`src/rtl/frame_seq.sv`:
```
// rtl/frame_seq.sv - RMII receive frame sequencer: delimit, length-check, drain/flush.
// Optional per-frame good/bad statistics counters enabled by FRAME_SEQ_STATS_EN.
module frame_seq #(
  parameter int MIN_BYTES    = 64,
  parameter int MAX_BYTES    = 1518,
  parameter int DRAIN_CYCLES = 4,
  parameter int GAP_CYCLES   = 12
) (
  input  logic        clk,
  input  logic        rst,
  input  logic        axiiv,
  input  logic [1:0]  axiid,
  output logic        axiov,
  output logic [1:0]  axiod,
  output logic        flush,
  output logic        frame_start,
  output logic        frame_done,
  output logic [1:0]  err,
  output logic [10:0] byte_cnt,
  output logic [15:0] good_cnt,
  output logic [15:0] bad_cnt
);

  localparam logic [2:0] S_IDLE    = 3'd0;
  localparam logic [2:0] S_RUN     = 3'd1;
  localparam logic [2:0] S_DRAIN   = 3'd2;
  localparam logic [2:0] S_FLUSH   = 3'd3;
  localparam logic [2:0] S_WAITLOW = 3'd4;

  localparam logic [1:0] ERR_OK    = 2'd0;
  localparam logic [1:0] ERR_RUNT  = 2'd1;
  localparam logic [1:0] ERR_GIANT = 2'd2;
  localparam logic [1:0] ERR_ALIGN = 2'd3;

  localparam logic [10:0] MIN_B      = 11'(MIN_BYTES);
  localparam logic [10:0] MAX_B      = 11'(MAX_BYTES);
  localparam logic [10:0] SAT_B      = 11'd2047;
  localparam logic [7:0]  DRAIN_LAST = 8'(DRAIN_CYCLES);
  localparam logic [7:0]  GAP_LAST   = 8'(GAP_CYCLES - 1);

  logic [2:0]  state_q, state_d;
  logic [7:0]  cnt_q, cnt_d;
  logic [1:0]  phase_q, phase_d;
  logic [10:0] byte_cnt_q, byte_cnt_d;
  logic [1:0]  err_q, err_d;
  logic        giant_wait_q, giant_wait_d;
  logic        axiiv_prev_q, axiiv_prev_d;
  logic        axiov_q, axiov_d;
  logic [1:0]  axiod_q, axiod_d;
  logic        flush_q, flush_d;
  logic        frame_start_q, frame_start_d;
  logic        frame_done_q, frame_done_d;
  logic        start_frame;

  always_comb begin
    state_d       = state_q;
    cnt_d         = cnt_q;
    phase_d       = phase_q;
    byte_cnt_d    = byte_cnt_q;
    err_d         = err_q;
    giant_wait_d  = giant_wait_q;
    axiiv_prev_d  = axiiv;
    axiov_d       = 1'b0;
    axiod_d       = 2'd0;
    flush_d       = 1'b0;
    frame_start_d = 1'b0;
    frame_done_d  = 1'b0;
    start_frame   = 1'b0;

    case (state_q)
      S_IDLE: begin
        if (axiiv) start_frame = 1'b1;
      end
      S_RUN: begin
        if (axiiv) begin
          if (byte_cnt_q == MAX_B) begin
            err_d        = ERR_GIANT;
            giant_wait_d = 1'b1;
            state_d      = S_WAITLOW;
          end else begin
            axiov_d = 1'b1;
            axiod_d = axiid;
            phase_d = phase_q + 2'd1;
            if (phase_q == 2'd3 && byte_cnt_q != SAT_B) byte_cnt_d = byte_cnt_q + 11'd1;
          end
        end else begin
          frame_done_d = 1'b1;
          state_d      = S_DRAIN;
          cnt_d        = 8'd0;
          if (phase_q != 2'd0)        err_d = ERR_ALIGN;
          else if (byte_cnt_q < MIN_B) err_d = ERR_RUNT;
          else                         err_d = ERR_OK;
        end
      end
      // Giant frames report on the falling edge; mid-stream bursts exit silently.
      S_WAITLOW: begin
        if (!axiiv) begin
          giant_wait_d = 1'b0;
          if (giant_wait_q) begin
            frame_done_d = 1'b1;
            state_d      = S_DRAIN;
            cnt_d        = 8'd0;
          end else begin
            state_d = S_IDLE;
          end
        end
      end
      S_DRAIN: begin
        if (cnt_q == DRAIN_LAST) begin
          state_d = S_FLUSH;
          cnt_d   = 8'd0;
          flush_d = 1'b1;
        end else begin
          cnt_d = cnt_q + 8'd1;
        end
      end
      S_FLUSH: begin
        flush_d = 1'b1;
        cnt_d   = cnt_q + 8'd1;
        // Last gap cycle doubles as IDLE: a fresh rising axiiv starts a frame,
        // while one that was already high belongs to a discarded burst.
        if (cnt_q == GAP_LAST) begin
          flush_d = 1'b0;
          cnt_d   = 8'd0;
          if (axiiv && axiiv_prev_q) begin
            state_d      = S_WAITLOW;
            giant_wait_d = 1'b0;
          end else if (axiiv) begin
            start_frame = 1'b1;
          end else begin
            state_d = S_IDLE;
          end
        end
      end
      default: state_d = S_IDLE;
    endcase

    if (start_frame) begin
      state_d       = S_RUN;
      axiov_d       = 1'b1;
      axiod_d       = axiid;
      frame_start_d = 1'b1;
      phase_d       = 2'd1;
      byte_cnt_d    = 11'd0;
      err_d         = ERR_OK;
    end
  end

  always_ff @(posedge clk or posedge rst) begin
    if (rst) begin
      state_q       <= S_IDLE;
      cnt_q         <= 8'd0;
      phase_q       <= 2'd0;
      byte_cnt_q    <= 11'd0;
      err_q         <= ERR_OK;
      giant_wait_q  <= 1'b0;
      axiiv_prev_q  <= 1'b0;
      axiov_q       <= 1'b0;
      axiod_q       <= 2'd0;
      flush_q       <= 1'b0;
      frame_start_q <= 1'b0;
      frame_done_q  <= 1'b0;
    end else begin
      state_q       <= state_d;
      cnt_q         <= cnt_d;
      phase_q       <= phase_d;
      byte_cnt_q    <= byte_cnt_d;
      err_q         <= err_d;
      giant_wait_q  <= giant_wait_d;
      axiiv_prev_q  <= axiiv_prev_d;
      axiov_q       <= axiov_d;
      axiod_q       <= axiod_d;
      flush_q       <= flush_d;
      frame_start_q <= frame_start_d;
      frame_done_q  <= frame_done_d;
    end
  end

  assign axiov       = axiov_q;
  assign axiod       = axiod_q;
  assign flush       = flush_q;
  assign frame_start = frame_start_q;
  assign frame_done  = frame_done_q;
  assign err         = err_q;
  assign byte_cnt    = byte_cnt_q;

`ifdef FRAME_SEQ_STATS_EN
  logic [15:0] good_cnt_q, good_cnt_d;
  logic [15:0] bad_cnt_q, bad_cnt_d;

  always_comb begin
    good_cnt_d = good_cnt_q;
    bad_cnt_d  = bad_cnt_q;
    if (frame_done_q) begin
      if (err_q == ERR_OK) good_cnt_d = good_cnt_q + 16'd1;
      else                 bad_cnt_d  = bad_cnt_q + 16'd1;
    end
  end

  always_ff @(posedge clk or posedge rst) begin
    if (rst) begin
      good_cnt_q <= 16'd0;
      bad_cnt_q  <= 16'd0;
    end else begin
      good_cnt_q <= good_cnt_d;
      bad_cnt_q  <= bad_cnt_d;
    end
  end

  assign good_cnt = good_cnt_q;
  assign bad_cnt  = bad_cnt_q;
`else
  assign good_cnt = 16'd0;
  assign bad_cnt  = 16'd0;
`endif

endmodule

```
`config.mk`:
```
export PLATFORM = sky130hd
export DESIGN_NAME = frame_seq
export DESIGN_NICKNAME = d
export VERILOG_FILES = /design/src/rtl/frame_seq.sv
export SDC_FILE = /design/constraint.sdc
export NUM_CORES = 1
export LEC_CHECK = 0
export ABC_AREA = 1
export BUFFER_PORTS_ARGS = -buffer_cell sky130_fd_sc_hd__buf_4
export CAP_MARGIN = 5
export CORE_ASPECT_RATIO = 0.75
export CORE_UTILIZATION = 58
export CTS_CLUSTER_SIZE = 10
export DETAILED_ROUTE_END_ITERATION = 10
export PLACE_DENSITY = 0.95
export SYNTH_ARGS = -nofsm -noshare
export SYNTH_HDL_FRONTEND = slang
export SYNTH_SLANG_ARGS = --single-unit
```
`constraint.sdc`:
```
create_clock -name clk -period 4.6 [get_ports clk]
set_input_delay 0.23 -clock clk [delete_from_list [all_inputs] [get_ports clk]]
set_output_delay 0.23 -clock clk [all_outputs]
set_load 0.1 [all_outputs]
```
==> results.md, run 1 <==
* Status: completed
* Die height at 56.3 µm
* Worst slew pin tran at 665 ps
* RSZ-0062 raised after global routing: no
* Max Fanout on Critical Path at 15
* CTS resizes at 0
* Synth Instances at 320
* Die Area at 4180 µm²
* Synth Warn # at 0
* Cts hold-fix bufs at 0
* Clk_lat worst skew at 290 ps
* Hold slack at 24.4 ps
* Register area share after synthesis at 37.4%
* Worst Clk Skew at 4.65 ps
* # Post-CTS Setup Buffers at 0
* Vias in the first global route at 1773
* Total GRT Usage at 25.2%
* Final WS setup at 2490 ps
* Total grt overflow at 0
* RD Place Congestion at 0.954
* Final worst-path cycle share at 45.9%
* DPL Wire Length at 3560 µm
* CTS Sinks at 34
* Io pins at 56
* Post-synth cell types at 28
* Row Count at 19
* CTS Buffer Depth at 2
* Setup CP Type: flip-flop to flip-flop
* H-tree Lvls at 2
* VDD IR max at 0.000224 V
* Post-synth ARST share at 100%
* Clock Pin Slew Worst Setup and Hold Paths at 70 ps
* Layout cells sized above 1 at 12.7%
* DR vias at 2010
* # Max-Cap Violations at 0
* Final Slew Violations at 0
* Antenna diodes at 0
* CP Launch Type: flip-flop
* Post-DRT Antenna Nets at 0
* Power Density at 294 nW/µm²
* Die width at 74.3 µm
* Arrival time at the worst endpoint at 2330 ps
* Post-synthesis register bit count at 34
* Cell Area, Synth at 2280 µm²
* Fmax at 474 MHz
* Num CTS Buffers at 5
* # setup viols final at 0
* DP Worst Slack at 2550 ps
* Port bufs at 23
* Root Buffer: clkbuf_8
* Setup TNS at 0 ps
* Layout area overhead at 8.52%
* Drt drc at 0
* Via density at 5.04
* First-pass GRT wire length at 7920 µm
* Leakage at 1.39 nW
* CP Capture Type: flip-flop
* DRT iter0 DRCs at 276
* Initial antenna violation count at 0
* CORE AREA at 3710 µm²
* Routed wire length at 4740 µm
* Primary FF master, synth: dfrtp_1
* Starting density of the core at 61.4%
* NumNets Final at 357
* Largest net degree at the start of global routing at 35
* WL per Instance at 11.9 µm
* CTS tree: yes
* Post-Syn Area per Cell at 7.11 µm²
* Final Hold Fails at 0
* EDFF count, synth at 0
* Critical Path RT at 4820 ps
* Hold crit path type: input pin to asynchronous set/reset pin
* Max_slew headroom at 55.6%
* Tmin final at 2110 ps
* Drt pass-1 iters at 5
* Core Util, Final at 66.6%
cells by family after synthesis:
group / Yosys count / synth area share, %
xor+xnor: 9 / 3.46
fa+ha+maj: 6 / 3.30
buf+inv: 72 / 17.3
simple gates: 174 / 32.8
flops: 34 / 37.4
compound gates: 24 / 5.61
other cells: 1 / 0.165
sequential cells by signal (all words and copies together), names as in the netlist:
signal	cells
axiod	2
axiiv_prev_q	1
giant_wait_q	1
cnt_q	8
phase_q	2
flush	1
byte_cnt	11
frame_start	1
axiov	1
state_q	3
frame_done	1
err	2
layer usage:
layer / track usage [%] / routed length [µm] / share of wire [%] / vias to the layer above
met3: 6.46 / 426 / 9.0 / 13
met2: 36.4 / 2100 / 44 / 127
met5: 0 / 0 / 0 / -
met4: 9.43 / 78 / 1.6 / 0
li1: - / - / - / 993
met1: 36.3 / 2140 / 45 / 877
synthesized netlist by cell type, drive strengths merged, types with 3 or more instances:
library cell	instances	area, µm²
xnor2	3	26.3
nor2	43	171
nand2	86	325
nor3	3	15.0
nand4	5	37.5
buf	35	255
dfrtp	34	851
o21ai	20	104
ha	6	75.1
xor2	6	52.6
inv	36	135
nand3	33	170
cells in the final DEF (no fill, tap or decap), types with 2 or more instances in the layout:
cell	netlist	routed
conb_1	1	32
xor2_1	6	6
and2_1	2	2
nand3_1	32	32
clkbuf_8	0	6
nor3_1	3	3
inv_2	5	5
o21ai_0	17	17
nand4_1	4	4
ha_1	6	6
inv_1	31	31
o21ai_1	2	2
xnor2_1	3	3
a21oi_1	2	2
buf_4	32	24
dfrtp_1	34	34
nor2_1	39	39
nand2_1	85	85
nor2_2	4	4
final timing paths:
| path | from | endpoint | slack, ps | cells past startpoint |
|---|---|---|---|---|
| worst max-delay path | state_q[0] | byte_cnt[0] | 2490 | 7 |
| max in group asynchronous | rst | giant_wait_q | 4280 | 3 |
| worst max register to register | state_q[0] | byte_cnt[0] | 2490 | 7 |
| worst min-delay path | rst | axiod[0] | 20 | 3 |
| worst min register to register | err[0] | err[0] | 500 | 2 |
| min in group clk | axiiv | axiiv_prev_q | 130 | 1 |
where the power goes:
| part | switching, W | internal, W | leakage, nW |
|---|---|---|---|
| clock | 0.000104 | 0.000121 | 0.0482 |
| sequential | 0.0000101 | 0.000305 | 0.432 |
| combinational | 0.000169 | 0.0000178 | 0.907 |
worst max-delay path, stage by stage, from the launching register on:
cell     delay (ps)
dfrtp_1         460
nor2_2          200
nand2_1         150
o21ai_2         560
inv_2           270
nand2_2         260
nand2_1          70
nand2_1          70
per-stage QoR:
stage / std cells / total power [W] / area [µm²]
CTS: 399 / 0.000726 / 2470
global placement: 391 / 0.000505 / 2380
floorplan: 351 / 0.000508 / 2390
finish: 399 / 0.000726 / 2470
global route: 399 / 0.000752 / 2470
detailed placement: 391 / 0.000507 / 2380
final cells by class:
cell class,instances,area [µm²]
fillers,317,1240
multi-input cells,245,1150
flip-flops and latches,34,851
repair buffers,24,180
inverters,36,135
clock buffers,7,86.3
well taps,52,65.1
clock inverters,1,5.00
Power figures use the tool's default switching activity.
==> run 2, diff against run 1 <==
--- a/config.mk
+++ b/config.mk
@@ -9,10 +9,10 @@
 export BUFFER_PORTS_ARGS = -buffer_cell sky130_fd_sc_hd__buf_4
 export CAP_MARGIN = 5
 export CORE_ASPECT_RATIO = 0.75
-export CORE_UTILIZATION = 58
+export CORE_UTILIZATION = 48
 export CTS_CLUSTER_SIZE = 10
 export DETAILED_ROUTE_END_ITERATION = 10
-export PLACE_DENSITY = 0.95
+export PLACE_DENSITY = 0.87
 export SYNTH_ARGS = -nofsm -noshare
 export SYNTH_HDL_FRONTEND = slang
 export SYNTH_SLANG_ARGS = --single-unit
==> constraint.sdc (replaced) <==
create_clock -name clk -period 1.8 [get_ports clk]
set_input_delay 0.09 -clock clk [delete_from_list [all_inputs] [get_ports clk]]
set_output_delay 0.09 -clock clk [all_outputs]
set_load 0.1 [all_outputs]
==> run 2 against run 1 <==
Against the previous run: routed wire length grew 4.6%; sequential share of layout area fell by 2.0 points; design area increased by 8.4%; count of clock-buffer cells in the layout increased by 1; combinational power rose to 2.6 times the previous value; largest cell class unchanged.
==> results.md, run 2 (synthesis results as in run 1) <==
* # setup viols final at 0 (unchanged)
* Setup CP Type: flip-flop to flip-flop (unchanged)
* RSZ-0062 raised after global routing: yes (was no)
* WL per Instance at 11.9 µm (about the same)
* First-pass GRT wire length at 7460 µm (was 7920 µm)
* Slowest cell on the critical path: dfrtp_4 (was o21ai_2)
* Via density at 4.90 (was 5.04)
* CP Cell Sequence: inv_2, ha_2, nand2_1, nor3_2, nand3_2, buf_6, nand2_1, nand3_2, nand2_1, o21ai_0 (was nor2_2, nand2_1, o21ai_2, inv_2, nand2_2, nand2_1, nand2_1)
* Final Hold Fails at 0 (unchanged)
* H-tree Lvls at 2 (unchanged)
* Largest register FFs at 11 (unchanged)
* Sw frac at 38.5% (was 39.0%)
* Largest net degree at the start of global routing at 35 (unchanged)
* Die width at 81.5 µm (was 74.3 µm)
* Tmin final at 1740 ps (was 2110 ps)
* Slowest cell delay on critical path at 520 ps (was 560 ps)
* VDD IR max at 0.000507 V (was 0.000224 V)
* Routed wire length at 4960 µm (was 4740 µm)
* Layout area overhead at 17.6% (was 8.52%)
* NumNets Final at 370 (was 357)
* Drt drc at 0 (unchanged)
* Clock share of power at 30.4% (was 30.9%)
* Layout cells sized above 1 at 21.9% (was 12.7%)
* WP buf/inv at 2 (was 1)
* Setup TNS at 0 ps (unchanged)
* Die Area at 5020 µm² (was 4180 µm²)
* Starting density of the core at 50.4% (was 61.4%)
* Hold crit path type: input pin to flip-flop (was input pin to asynchronous set/reset pin)
* RD Place Congestion at 0.918 (was 0.954)
* Register Area at 870 µm² (was 851 µm²)
* Sequential share of power at 43.3% (was 43.4%)
* Delay-heaviest family, CP: simple AND/OR/NAND/NOR gates (unchanged)
* Fillers at 389 (was 317)
* Row Count at 21 (was 19)
* Vias in the first global route at 1684 (was 1773)
* Max Fanout on Critical Path at 8 (was 15)
* Share of total power in combinational logic at 26.3% (was 25.8%)
* Num CTS Buffers at 5 (unchanged)
* Power Density at 696 nW/µm² (was 294 nW/µm²)
* Sw power at 0.000716 W (was 0.000283 W)
* Design Area, Final at 2680 µm² (was 2470 µm²)
* CORE AREA at 4520 µm² (was 3710 µm²)
* CP Launch Type: flip-flop (unchanged)
* Post-DRT Antenna Nets at 0 (unchanged)
* Drt pass-1 iters at 4 (was 5)
* Port bufs at 23 (unchanged)
* Most common cell on crit path: nand2_1 (unchanged)
* Io pins at 56 (unchanged)
* Multi-input logic area at 1220 µm² (was 1150 µm²)
* CTS Buffer Depth at 2 (unchanged)
* Critical Path RT at 1970 ps (was 4820 ps)
* Total GRT Usage at 20.1% (was 25.2%)
* Fmax at 573 MHz (was 474 MHz)
* DR vias at 2043 (was 2010)
* Clk_lat worst skew at 280 ps (was 290 ps)
* Worst Clk Skew at 8.70 ps (was 4.65 ps)
* Clock Pin Slew Worst Setup and Hold Paths at 70 ps (about the same)
* DP Worst Slack at 7.14 ps (was 2550 ps)
* Die height at 61.6 µm (was 56.3 µm)
* DPL Wire Length at 3530 µm (was 3560 µm)
* Final cell count without fillers at 417 (was 399)
* Arrival time at the worst endpoint at 1910 ps (was 2330 ps)
* Total grt overflow at 0 (unchanged)
* Placed cells at 404 (was 391)
* CTS Sinks at 34 (unchanged)
* # Max-Cap Violations at 0 (unchanged)
* Status: completed (unchanged)
* Pint at 0.00115 W (was 0.000443 W)
* Final Slew Violations at 0 (unchanged)
* Final worst-path cycle share at 96.9% (was 45.9%)
* Placed Area at 2460 µm² (was 2380 µm²)
* CTS tree: yes (unchanged)
* Most frequent cells in the layout: nand2_1 (82), nor2_1 (37), buf_4 (33) (was nand2_1 (85), nor2_1 (39), dfrtp_1 (34))
* Most common cell after layout, fill and taps aside: nand2_1 (unchanged)
* Antenna diodes at 0 (unchanged)
* DRT iter0 DRCs at 229 (was 276)
* CP Capture Type: flip-flop (unchanged)
* Leakage at 1.42 nW (was 1.39 nW)
* Overall Power at 0.00186 W (was 0.000726 W)
* Final WS setup at 55.6 ps (was 2490 ps)
* Initial antenna violation count at 0 (unchanged)
* Root Buffer: clkbuf_8 (unchanged)
-- run 2: cell types whose count changed in the layout (fill, tap and decap cells not counted), moves of 3 or more --
cell     change
buf_4        +9
dfrtp_1     -11
dfrtp_2      +9
nand2_1      -3
-- run 2: repair_timing --
action                                  CTS  global route
endpoints found under the hold margin    35             0
hold buffers                              2             0
pin swaps                                 1             4
endpoints found under the setup margin    6            21
setup buffers                             1             2
resized for setup                         3            19
-- run 2: routing by layer --
metal,share of wire (%),GRT usage [%],vias to the layer above
li1,-,-,1017
met1,46,28.5,929
met2,46,30.1,91
met3,7.3,4.30,6
met4,1.1,7.65,0
met5,0,0,-
-- run 2: cell type report --
type,count,area share [%]
Multi-Input combinational cell,245,45.5
Inverter,36,5.14
Timing Repair Buffer,37,10.8
Clock buffer,8,3.36
Tap cell,57,2.66
Sequential cell,34,32.5
-- run 2: worst paths after layout --
| kind | from | to | slack [ps] | cells after the start |
|---|---|---|---|---|
| worst max-delay path | byte_cnt[0] | giant_wait_q | 60 | 10 |
| worst min-delay path | axiid[0] | axiod[0] | 30 | 3 |
| worst max register to register | byte_cnt[0] | giant_wait_q | 60 | 10 |
| worst min register to register | err[0] | err[0] | 500 | 2 |
| max in group asynchronous | rst | byte_cnt[1] | 1010 | 4 |
| min in group asynchronous | rst | axiov | 450 | 4 |
-- run 2: through the flow --
step	utilization, %	hold WS [ps]
2_1_floorplan	-	121
3_3_place_gp	54.5	216
3_5_place_dp	54.5	214
4_1_cts	57.5	26.9
5_1_grt	59.2	41.2
6_report	59.2	33.4
-- run 2: tightest hold or removal path: cells and delay by family --
family | cells | cell delay, ps
and+or+nand+nor | 1 | 40
buffers and inverters | 2 | 150
-- run 2: power by group through the flow --
stage               logic, W  clock network [W]  registers (W)
global route        0.000514           0.000609       0.000808
CTS                 0.000483           0.000579       0.000805
finish              0.000490           0.000566       0.000806
global placement    0.000476                  0       0.000819
detailed placement  0.000478                  0       0.000820
floorplan           0.000403                  0       0.000899
